--- src/rtl/dcache_wt_ctrl.sv ---
// -----------------------------------------------------------------------------
// dcache_wt_ctrl
// Direct-mapped, write-through, no-write-allocate data cache with its own
// miss/refill controller. It sits between the core load/store stage and main
// data memory. The core is stalled until each access is resolved.
//
// Ports
//   clk, rst          : clock (rising edge), asynchronous active-high reset
//   i_cpu_addr        : byte address of the access
//   i_cpu_wdata       : store data (byte stores use bits [7:0])
//   i_cpu_byte        : 1 = byte access, 0 = word access
//   i_cpu_re/i_cpu_we : load / store request (store wins if both are high)
//   o_cpu_rdata       : load data; zero unless a load hit is presented
//   o_cpu_stall       : core must hold its request while high
//   o_mem_req/o_mem_we/o_mem_addr/o_mem_wdata/o_mem_wstrb : memory request
//   i_mem_ack/i_mem_rdata : memory completion and read data
// -----------------------------------------------------------------------------
module dcache_wt_ctrl #(
    parameter int DATA_WIDTH     = 32,
    parameter int ADDR_WIDTH     = 32,
    parameter int SETS           = 8,
    parameter int WORDS_PER_LINE = 4
) (
    input  logic                  clk,
    input  logic                  rst,
    input  logic [ADDR_WIDTH-1:0] i_cpu_addr,
    input  logic [DATA_WIDTH-1:0] i_cpu_wdata,
    input  logic                  i_cpu_byte,
    input  logic                  i_cpu_re,
    input  logic                  i_cpu_we,
    output logic [DATA_WIDTH-1:0] o_cpu_rdata,
    output logic                  o_cpu_stall,
    output logic                  o_mem_req,
    output logic                  o_mem_we,
    output logic [ADDR_WIDTH-1:0] o_mem_addr,
    output logic [DATA_WIDTH-1:0] o_mem_wdata,
    output logic [3:0]            o_mem_wstrb,
    input  logic                  i_mem_ack,
    input  logic [DATA_WIDTH-1:0] i_mem_rdata
);

    localparam int WB = $clog2(WORDS_PER_LINE);
    localparam int SB = $clog2(SETS);
    localparam int TW = ADDR_WIDTH - 2 - WB - SB;

    typedef enum logic [1:0] {IDLE, REFILL, WRITE} state_t;

    state_t                r_state;
    logic [WB-1:0]         r_cnt;
    logic                  r_wr_done;   // store was acked last cycle; release the core
    logic [SETS-1:0]       r_valid;
    logic [TW-1:0]         r_tag  [SETS];
    logic [DATA_WIDTH-1:0] r_data [SETS*WORDS_PER_LINE];

    logic [1:0]            w_off;
    logic [WB-1:0]         w_word;
    logic [SB-1:0]         w_set;
    logic [TW-1:0]         w_tag;
    logic                  w_hit;
    logic [DATA_WIDTH-1:0] w_line_word;
    logic [7:0]            w_byte_sel;
    logic [3:0]            w_wstrb;
    logic [DATA_WIDTH-1:0] w_wdata;
    logic [DATA_WIDTH-1:0] w_merged;

    assign w_off       = i_cpu_addr[1:0];
    assign w_word      = i_cpu_addr[2 +: WB];
    assign w_set       = i_cpu_addr[2+WB +: SB];
    assign w_tag       = i_cpu_addr[ADDR_WIDTH-1 -: TW];
    assign w_hit       = r_valid[w_set] && (r_tag[w_set] == w_tag);
    assign w_line_word = r_data[{w_set, w_word}];
    assign w_byte_sel  = w_line_word[8*w_off +: 8];
    assign w_wstrb     = i_cpu_byte ? (4'b0001 << w_off) : 4'b1111;
    assign w_wdata     = i_cpu_byte ? {4{i_cpu_wdata[7:0]}} : i_cpu_wdata;

    // Store-hit merge: only the enabled lanes replace cached bytes.
    genvar gi;
    generate
        for (gi = 0; gi < 4; gi++) begin : g_merge
            assign w_merged[gi*8 +: 8] = w_wstrb[gi] ? w_wdata[gi*8 +: 8]
                                                     : w_line_word[gi*8 +: 8];
        end
    endgenerate

    // Control state, counter and valid bits.
    always_ff @(posedge clk or posedge rst) begin
        if (rst) begin
            r_state   <= IDLE;
            r_cnt     <= '0;
            r_wr_done <= 1'b0;
            r_valid   <= '0;
        end else begin
            case (r_state)
                IDLE: begin
                    r_wr_done <= 1'b0;
                    if (i_cpu_we) begin
                        if (!r_wr_done)
                            r_state <= WRITE;
                    end else if (i_cpu_re && !w_hit) begin
                        // Invalidate first so a partially refilled line never hits.
                        r_valid[w_set] <= 1'b0;
                        r_cnt          <= '0;
                        r_state        <= REFILL;
                    end
                end
                REFILL: begin
                    if (i_mem_ack) begin
                        r_cnt <= r_cnt + 1'b1;
                        if (r_cnt == WB'(WORDS_PER_LINE-1)) begin
                            r_valid[w_set] <= 1'b1;
                            r_state        <= IDLE;
                        end
                    end
                end
                WRITE: begin
                    if (i_mem_ack) begin
                        r_wr_done <= 1'b1;
                        r_state   <= IDLE;
                    end
                end
                default: r_state <= IDLE;
            endcase
        end
    end

    // Tag and data storage are never cleared; writes are suppressed during reset.
    always_ff @(posedge clk) begin
        if (!rst) begin
            if (r_state == REFILL && i_mem_ack) begin
                r_data[{w_set, r_cnt}] <= i_mem_rdata;
                if (r_cnt == WB'(WORDS_PER_LINE-1))
                    r_tag[w_set] <= w_tag;
            end else if (r_state == WRITE && i_mem_ack && w_hit) begin
                r_data[{w_set, w_word}] <= w_merged;
            end
        end
    end

    // Outputs are decoded from state and the held request so a load hit
    // answers in the same cycle; reset forces them all low at once.
    always_comb begin
        o_cpu_rdata = '0;
        o_cpu_stall = 1'b0;
        o_mem_req   = 1'b0;
        o_mem_we    = 1'b0;
        o_mem_addr  = '0;
        o_mem_wdata = '0;
        o_mem_wstrb = 4'b0000;
        if (!rst) begin
            case (r_state)
                IDLE: begin
                    if (i_cpu_we) begin
                        o_cpu_stall = !r_wr_done;
                    end else if (i_cpu_re) begin
                        if (w_hit)
                            o_cpu_rdata = i_cpu_byte ? {{(DATA_WIDTH-8){1'b0}}, w_byte_sel}
                                                     : w_line_word;
                        else
                            o_cpu_stall = 1'b1;
                    end
                end
                REFILL: begin
                    o_cpu_stall = 1'b1;
                    o_mem_req   = 1'b1;
                    o_mem_addr  = {w_tag, w_set, r_cnt, 2'b00};
                end
                WRITE: begin
                    o_cpu_stall = 1'b1;
                    o_mem_req   = 1'b1;
                    o_mem_we    = 1'b1;
                    o_mem_addr  = {i_cpu_addr[ADDR_WIDTH-1:2], 2'b00};
                    o_mem_wdata = w_wdata;
                    o_mem_wstrb = w_wstrb;
                end
                default: ;
            endcase
        end
    end

endmodule
--- config.mk ---
export PLATFORM = sky130hd
export DESIGN_NAME = dcache_wt_ctrl
export DESIGN_NICKNAME = d
export VERILOG_FILES = /design/src/rtl/dcache_wt_ctrl.sv
export SDC_FILE = /design/constraint.sdc
export NUM_CORES = 1
export LEC_CHECK = 0
export ABC_AREA = 1
export BUFFER_PORTS_ARGS = -buffer_cell sky130_fd_sc_hd__buf_4
export CAP_MARGIN = 10
export CORE_AREA = 8 8 437 311
export DETAILED_ROUTE_END_ITERATION = 10
export DIE_AREA = 0 0 445 319
export HOLD_SLACK_MARGIN = 0.12
export PLACE_DENSITY = 0.56
export REMOVE_ABC_BUFFERS = 1
export SLEW_MARGIN = 20
export SYNTH_ARGS = -nofsm -noshare
export SYNTH_HDL_FRONTEND = slang
export SYNTH_SLANG_ARGS = --single-unit
--- constraint.sdc ---
create_clock -name clk -period 3.5 [get_ports clk]
set_input_delay 0 -clock clk [delete_from_list [all_inputs] [get_ports clk]]
set_output_delay 0 -clock clk [all_outputs]
set_load 0.05 [all_outputs]
==> results of run 1 <==
==> report_power, final <==
part | internal, mW | switching [mW]
logic | 1.20 | 2.67
registers | 16.4 | 0.0628
clock network | 6.86 | 5.62
==> cells by family (layout without fill, tap and decap cells) <==
family / after synthesis / in the layout
flip-flops: 1237 / 1237
other: 1 / 2
buffers and inverters: 497 / 1041
AO/OA/AOI/OAI: 911 / 911
AND/OR/NAND/NOR: 1648 / 1648
adder cells (fa/ha/maj): 5 / 5
==> routing by layer <==
metal | up-vias | part of all wire (%)
met5 | - | 0
met4 | 0 | 3.6
met3 | 248 | 9.0
met2 | 1627 | 43
met1 | 18031 | 44
li1 | 16347 | -
==> through the flow <==
stage / setup TNS, ns / hold WS [ns] / cell area [sq um] / std cells
6_report: 0 / 0.178 / 63100 / 6595
5_1_grt: -0.537 / 0.148 / 63100 / 6595
4_1_cts: 0 / 0.122 / 62900 / 6589
3_5_place_dp: 0 / 0.176 / 58000 / 6266
3_3_place_gp: -0.0110 / 0.193 / 58000 / 6266
2_1_floorplan: -7796.02 / -0.115 / 50200 / 4042
==> registers in the layout, indices dropped and copies added (netlist names), named ones only <==
signal	cells
r_wr_done	1
r_state	2
r_cnt	2
r_data	1024
r_tag	200
==> repair_timing <==
action	CTS	global route
pin swaps	1	7
resized for setup	8	34
buffers inserted	0	3
hold buffers	114	0
endpoints found under the setup margin	27	424
endpoints found under the hold margin	1250	0
cloned	0	3
==> path summary, 6_finish.rpt <==
check,slack (ns),startpoint,to
setup / recovery,0.1,i_cpu_addr[5],o_cpu_rdata[1]
hold / removal,0.18,i_cpu_wdata[19],r_data[2][19]
setup reg to reg,0.11,r_tag[2][12],r_data[3][18]
hold reg to reg,0.48,flip-flop,flip-flop
max in group asynchronous,2.50,rst,r_state[0]
min in group asynchronous,0.61,rst,r_state[1]
==> cells in the final DEF, fill, tap and decap left out, drive strengths merged, types with 2 or more instances in the layout <==
master | synthesis | layout
edfxtp | 1224 | 1224
nand2 | 1189 | 1189
buf | 54 | 477
a21oi | 455 | 455
nor2 | 256 | 256
inv | 237 | 240
a22oi | 157 | 157
clkbuf | 204 | 139
o21ai | 115 | 115
dlygate4sd3 | 0 | 114
nand3 | 107 | 107
a32o | 96 | 96
o22ai | 65 | 65
clkinv | 2 | 56
nand4 | 38 | 38
nor3 | 32 | 32
or2 | 20 | 20
o211ai | 14 | 14
dfrtp | 13 | 13
bufinv | 0 | 11
ha | 5 | 5
clkinvlp | 0 | 4
and2 | 3 | 3
a32oi | 3 | 3
o2111ai | 3 | 3
nand3b | 2 | 2
conb | 1 | 2
==> worst min-delay path, stage by stage <==
cell     delay, ns
buf_4         0.08
a21oi_1       0.10
nand2_1       0.11
nand2_1       0.08
o21ai_2       0.22
buf_12        0.19
==> area by class of cell <==
cell class              instances  area (sq um)  area share, %
clock inverters                72           721           1.14
clock buffers                 137          2960           4.69
flip-flops and latches       1237         37100           58.8
multi-input cells            2566         12700           20.1
inverters                     239           915           1.45
repair buffers                593          6530           10.3
well taps                    1751          2190           3.47
==> summary.md, run 1 <==
Library cell contributing the largest single delay on the critical path: dlygate4sd3_1. The tools report the number of filler instances in the final layout as 11.4k. The post-synthesis mux area share came out at 0%. The final critical path takes up 97.2% of the cycle. Overall power consumption after layout is estimated at 32.8 mW. The floorplan step set the die width to 445 um.

In this run the number of cells on the critical path is 17. The tools report the master cell of the clock root buffer as clkbuf_16. Traced cell by cell, the critical path runs through dlygate4sd3_1, buf_4, inv_2, nor2_2, buf_4, inv_1, nor2_1, clkinv_1, buf_12, buf_4, o21ai_0, nor2_1, nand4_1, nand2_1, nand3_1, a21oi_1, buf_4. For the worst setup path, the data arrival time is 3.40 ns. In the global route stage, met1 resource usage came out at 32.5%. The repair_antennas step left the layout with diodes totalling 0. The tools report the peak ir drop on the vdd network as 0.475 mV. Setup slack closes at 0.0994 ns. At the end of routability-driven placement, the weighted congestion stood at 0.924. Sum of routed wire length over all layers: 162000 um. Dividing total power by cell area gives a power density of 519 nW/um^2. Setup violations remaining at the end of the flow were counted as 0. The synthesized design contains 1224 enable-type register cells. The number of cells on the worst hold path is 6. Sorting the synthesized cells by how often they occur yields 1224 x edfxtp_1, 1183 x nand2_1, 455 x a21oi_1, 253 x nor2_1, 232 x inv_1. For this run, global-route usage on met3 was measured as 5.13%. In the final layout, the share of cells above drive strength 1 is 15.8%. The clock tree synthesis step divided the H-tree into 3 levels.

The synthesized flop and latch total was 1237; the count of buffers from port buffering was 202. The flow ran to the end, and the final reports show no timing, DRC or antenna violations. The biggest area contributor in the post-synthesis netlist is edfxtp_1. TritonCTS created 115 clock buffers. Depth of the most critical reg-to-reg path: 17.

The synthesized area is 51200 sq um, and the per-instance average area after synthesis is 11.9 sq um. The area growth from synthesis to layout is 23.2%. The logs give 39.6% for the starting density of the core and 0 for the max-slew violation count. Prior to clock tree synthesis, the placed netlist has a worst setup slack of 0.0248 ns. The worst hold path class was input port to flip-flop. Clock latency on the worst-skew pair, taken at its later pin, is 0.74 ns.

Global routing consumed, on the met2 layer, 32.3% of the routing resources. By area the synthesized netlist is led by edfxtp_1 72%, nand2_1 8.7%, a21oi_1 4.4%, a22oi_1 2.3%, a32o_1 1.9%. The tree built by TritonCTS fans out to 1237 sinks. In the routed layout, each cell is associated on average with a via count of 5.50. Measured against its own limit, the worst slew margin works out to 28.9%. The count of pins on the block boundary was 205; the total die area was 142000 sq um. Main combinational cell family by area after synthesis: simple AND/OR/NAND/NOR gates. Summing the sequential cell areas from Yosys gives 72.4% of the chip area. The first global-routing pass estimated 236000 um of wire.

The number of buffers on the longest clock path is 3. The first routing iteration left 4326 violations. The cell count after synthesis came out at 4299. After synthesis, the netlist uses 38 different library cells. The total global routing overflow is 0. Once detailed placement completed, the half-perimeter wirelength came to 104000 um. The floorplan has 111 rows. The simple-gate area share of the yosys netlist is 12.8%. The number of detailed-route iterations in the first pass was 5; the sum of buffers and inverters on the critical path was 9.

The final hold violation count was 0; the peak fanout along the critical path was 23. The maximum single-stage delay on the critical path is 0.54 ns. STA classifies the critical path endpoint as an output pin. Max-cap violations in this run came to 0. The sort of element at the start of the critical path is an input port. The kind of cell adding the most delay to the critical path is buffers and inverters. After the last flow step, the layout net total stands at 4859.

Of the total synthesized cell area, the portion taken by full adders, half adders and majority gates is 0.122%. The clock input transition at the sequential cells of the worst setup and hold paths came out at 0.06 ns. TritonCTS built the clock tree.

The count of nets left with antenna violations once routing finished came out at 0. The tools report the floorplan core area as 129000 sq um. The number of global-route vias before repair is 34.2k. The worst setup path is of the input port to output pin kind. The initial antenna violation count is 1, and the share of flip-flops with an asynchronous set or reset is 1.05%. met1 is the most crowded layer. Measured along the y axis, the die boundary spans 319 um.

During synthesis, Yosys emitted a total of 0 warnings. Dividing the detail-routed wire length by the instance count gives 24.6 um. The primary flip-flop cell chosen by synthesis mapping is edfxtp_1.

The time the worst path needs with I/O delays and setup is 3.40 ns. Worst setup skew after layout: 0.0628 ns. The maximum number of pins on one net before global-route repair was 117. In the routed design, unresolved DRC markers number 0. After synthesis, the largest area contributor takes up 71.8% of total cell area. In the global route stage, overall resource usage came out at 22.1%.

The run gives 48.8% as the share of the core filled with cells in the final layout. Summing over every cut layer, the via total after detailed routing is 36.3k. The synthesized-area fraction occupied by ao, oa, aoi and oai cells was 10.9%. Most repeated library cell on the critical path: buf_4. Highest clock rate: 294 MHz. Of the total synthesized cell area, the portion taken by XOR and XNOR cells is 0%.

Static leakage: 22.8 nW. For the worst setup path, the data required time is 3.50 ns. The cell with the most instances after synthesis is edfxtp_1.

The pin slew with the least headroom to its limit was 1.07 ns.
Power figures use the tool's default switching activity.
==> run 2: changes to the inputs <==
Settings changed: REMOVE_ABC_BUFFERS 1 to unset.
==> run 2 against run 1 <==
Effect of this change:
- final area is essentially flat
- sequential power about the same
- critical path depth down 6
==> summary.md, run 2 (synthesis results as in run 1) <==
The run finished with clean final reports. For the global-route track usage on met2, the log shows 34.6% (+2.2 points). The sort of element at the start of the critical path was a flip-flop. Counting flops per register, the top entry is r_data. The setup violation total in the final timing report is 0 (unchanged). The tools report the worst hold slack as 0.196 ns (+0.0178 ns).

The setup slack at placement came out at -0.0419 ns (-0.0667 ns). The endpoint of the most critical register-to-register path was r_data[21][7]. The time the worst path needs with I/O delays and setup is 3.35 ns (-0.0461 ns), and the final hold violation count is 0 (unchanged). The pin slew with the least headroom to its limit came out at 1.09 ns (+0.0247 ns). Initial antenna violation count: 2 (+1).

The die height works out to 319 um (unchanged). The logs give 0.74 ns (about the same) for the insertion delay of the later-clocked pin in the worst-skew pair and 1237 (unchanged) for the number of sinks on the clock net. The remaining antenna violation count after routing came out at 0 (unchanged). By startpoint and endpoint, the worst setup path is classified as flip-flop to flip-flop. The logs give 0 ns (unchanged) for the final-layout setup total negative slack and 115 (unchanged) for the number of CTS-inserted buffers.

The average wire per cell in the routed design came out at 25.5 um (+3.4%). The largest registers in the layout are r_data x1024, r_tag x200. The final routed DRC violation total was 0 (unchanged).

Post-DP HPWL: 108000 um (+4.2%). The logs give 37100 sq um (unchanged) for the register cell area after layout and 12700 sq um (about the same) for the area used by multi-input combinational logic. For the diode insertion count for antenna repair, the log shows 0 (unchanged).

The run gives 4067 (-6.0%) as the detailed router's first-iteration violation count. The number of buffers on the longest clock path is 3 (unchanged). The number of detailed-route iterations in the first pass is 5 (unchanged).

The run gives 111 (unchanged) as the number of cell rows. The run gives 39.6% (unchanged) as the starting density of the core. The logs give 48.7% (about the same) for the share of the core filled with cells in the final layout and 4882 (+0.47%) for the number of nets in the finished design. The number of vias per cell is 5.49 (about the same). The leading cell type in the layout, fill and taps excluded is edfxtp_1. For the maximum number of pins on one net before global-route repair, the log shows 147 (+26%). The number of filler instances in the final layout was 11.5k (+1.0%); the met3 usage in global routing was 3.58% (-1.6 points). The number of cells on the worst hold path was 8 (+2). For the required time of the critical path, the log shows 3.95 ns (+0.45 ns). The logs give 0.145 ns (+0.0461 ns) for the worst setup margin and 0 (unchanged) for the total global routing overflow.

The global-route met1 utilization was 32.4% (-0.11 points). Routability congestion estimate from global placement: 0.937 (+1.4%). The growth of design area from synthesis to finish is 23.2% (about the same). Leaving out fill and tap cells, the most frequent cells in the layout are 1224 x edfxtp_1, 1181 x nand2_1, 454 x a21oi_1.

The static leakage is 22.8 nW (about the same), and the first-pass GRT wire length is 242000 um (+2.4%). The depth of the most critical reg-to-reg path works out to 11 (-6). The run gives 27.3% (-1.6 points) as the worst slew margin relative to its limit. The worst setup path is captured at a flip-flop. The worst hold path class was input port to flip-flop. The ratio of cells with drive above 1 in the final layout was 16.3% (+0.55 points). The horizontal die dimension is 445 um (unchanged), and the total via count after detailed routing is 36.4k (+0.27%). The count of buffers from port buffering came out at 202 (unchanged).

The flip-flop count of the largest register after layout was 1024 (unchanged). The max-slew violation count came out at 0 (unchanged). Count of pins on the block boundary: 205 (unchanged). The origin of the worst min-delay path is i_cpu_addr[5]. The tools report the startpoint of the worst-slack reg-to-reg timing path as r_data[11][7]. The power density relative to cell area is 522 nW/um^2 (+0.58%), and the number of levels in the clock H-tree is 3 (unchanged). Most used routing layer in global routing: met2.

The tools report the number of global-route vias before repair as 34.4k (+0.65%). TritonCTS built the clock tree. The overall power after layout is 33.0 mW (+0.55%), and the final worst-path cycle share is 95.8% (-1.3 points).

The peak fanout along the critical path works out to 32 (+39%). The logs give 0 (unchanged) for the max capacitance violation total and 129000 sq um (unchanged) for the floorplan core area. The tools report the register-to-register setup slack as 0.15 ns (+0.04 ns). The logs give 3.80 ns (+0.40 ns) for the data arrival at the endpoint of the critical path and 169000 um (+3.8%) for the sum of routed wire length over all layers. The peak ir drop on the vdd network was 0.458 mV (-3.7%); the highest clock rate was 298 MHz (+1.4%). The worst setup skew after layout came out at 0.0439 ns (-0.0189 ns). In this run the clock root is driven by a clkbuf_16. The clock input transition at the sequential cells of the worst setup and hold paths came out at 0.06 ns (about the same).

Setup repair after global routing left no endpoint under its margin. The global routing usage summed across all routing layers was 22.8% (+0.71 points). The total die area came out at 142000 sq um (unchanged).
[run 2: how the worst max path moves through the flow]
| stage | startpoint | endpoint | slack (ns) | cells past startpoint |
|---|---|---|---|---|
| global placement | i_cpu_addr[4] | r_data[25][20] | -0.1 | 15 |
| CTS | r_tag[4][13] | r_data[8][17] | 0.03 | 15 |
| global route | r_tag[4][22] | r_data[18][10] | 0.01 | 16 |
| detailed placement | i_cpu_addr[4] | r_data[30][9] | -0.04 | 22 |
| finish | r_data[11][7] | r_data[21][7] | 0.15 | 11 |
| floorplan | r_state[0] | r_data[0][31] | -0.27 | 9 |
[run 2: per-stage QoR]
step	instances	area, sq um
2_1_floorplan	4300	51500
3_3_place_gp	6304	58200
3_5_place_dp	6304	58200
4_1_cts	6616	63000
5_1_grt	6617	63100
6_report	6617	63100
[run 2: routing by layer]
metal,wire (um),up-vias
met3,12300,311
met1,73200,18128
met4,8790,0
li1,-,16384
met2,74300,1529
met5,0,-
[run 2: cell type report]
class	instances	share of cell area (%)
clock buffers	135	4.71
repair buffers	616	10.3
multi-input cells	2566	20.2
inverters	239	1.45
flip-flops and latches	1237	58.8
well taps	1751	3.47
clock inverters	73	1.17
[run 2: power breakdown]
| group | internal (mW) | switching [mW] | leakage, nW |
|---|---|---|---|
| Sequential | 16.4 | 0.0642 | 11.2 |
| Combinational | 1.21 | 2.77 | 9.86 |
| Clock | 6.95 | 5.58 | 1.79 |
[run 2: repair_timing]
action,CTS,global route
hold endpoints to repair,1250,0
hold buffers,104,0
setup buffers,0,1
setup endpoints to repair,0,673
gates resized for setup,0,35
[run 2: worst max-delay path, stage by stage (launching register included)]
cell           delay, ns
edfxtp_1            0.37
a21oi_1             0.15
a22oi_1             0.09
o21ai_0             0.77
buf_4               0.23
nor2_1              0.04
nand4_1             0.32
nand2_1             0.10
o21ai_0             0.11
o21ai_2             0.07
dlygate4sd3_1       0.60
buf_12              0.19
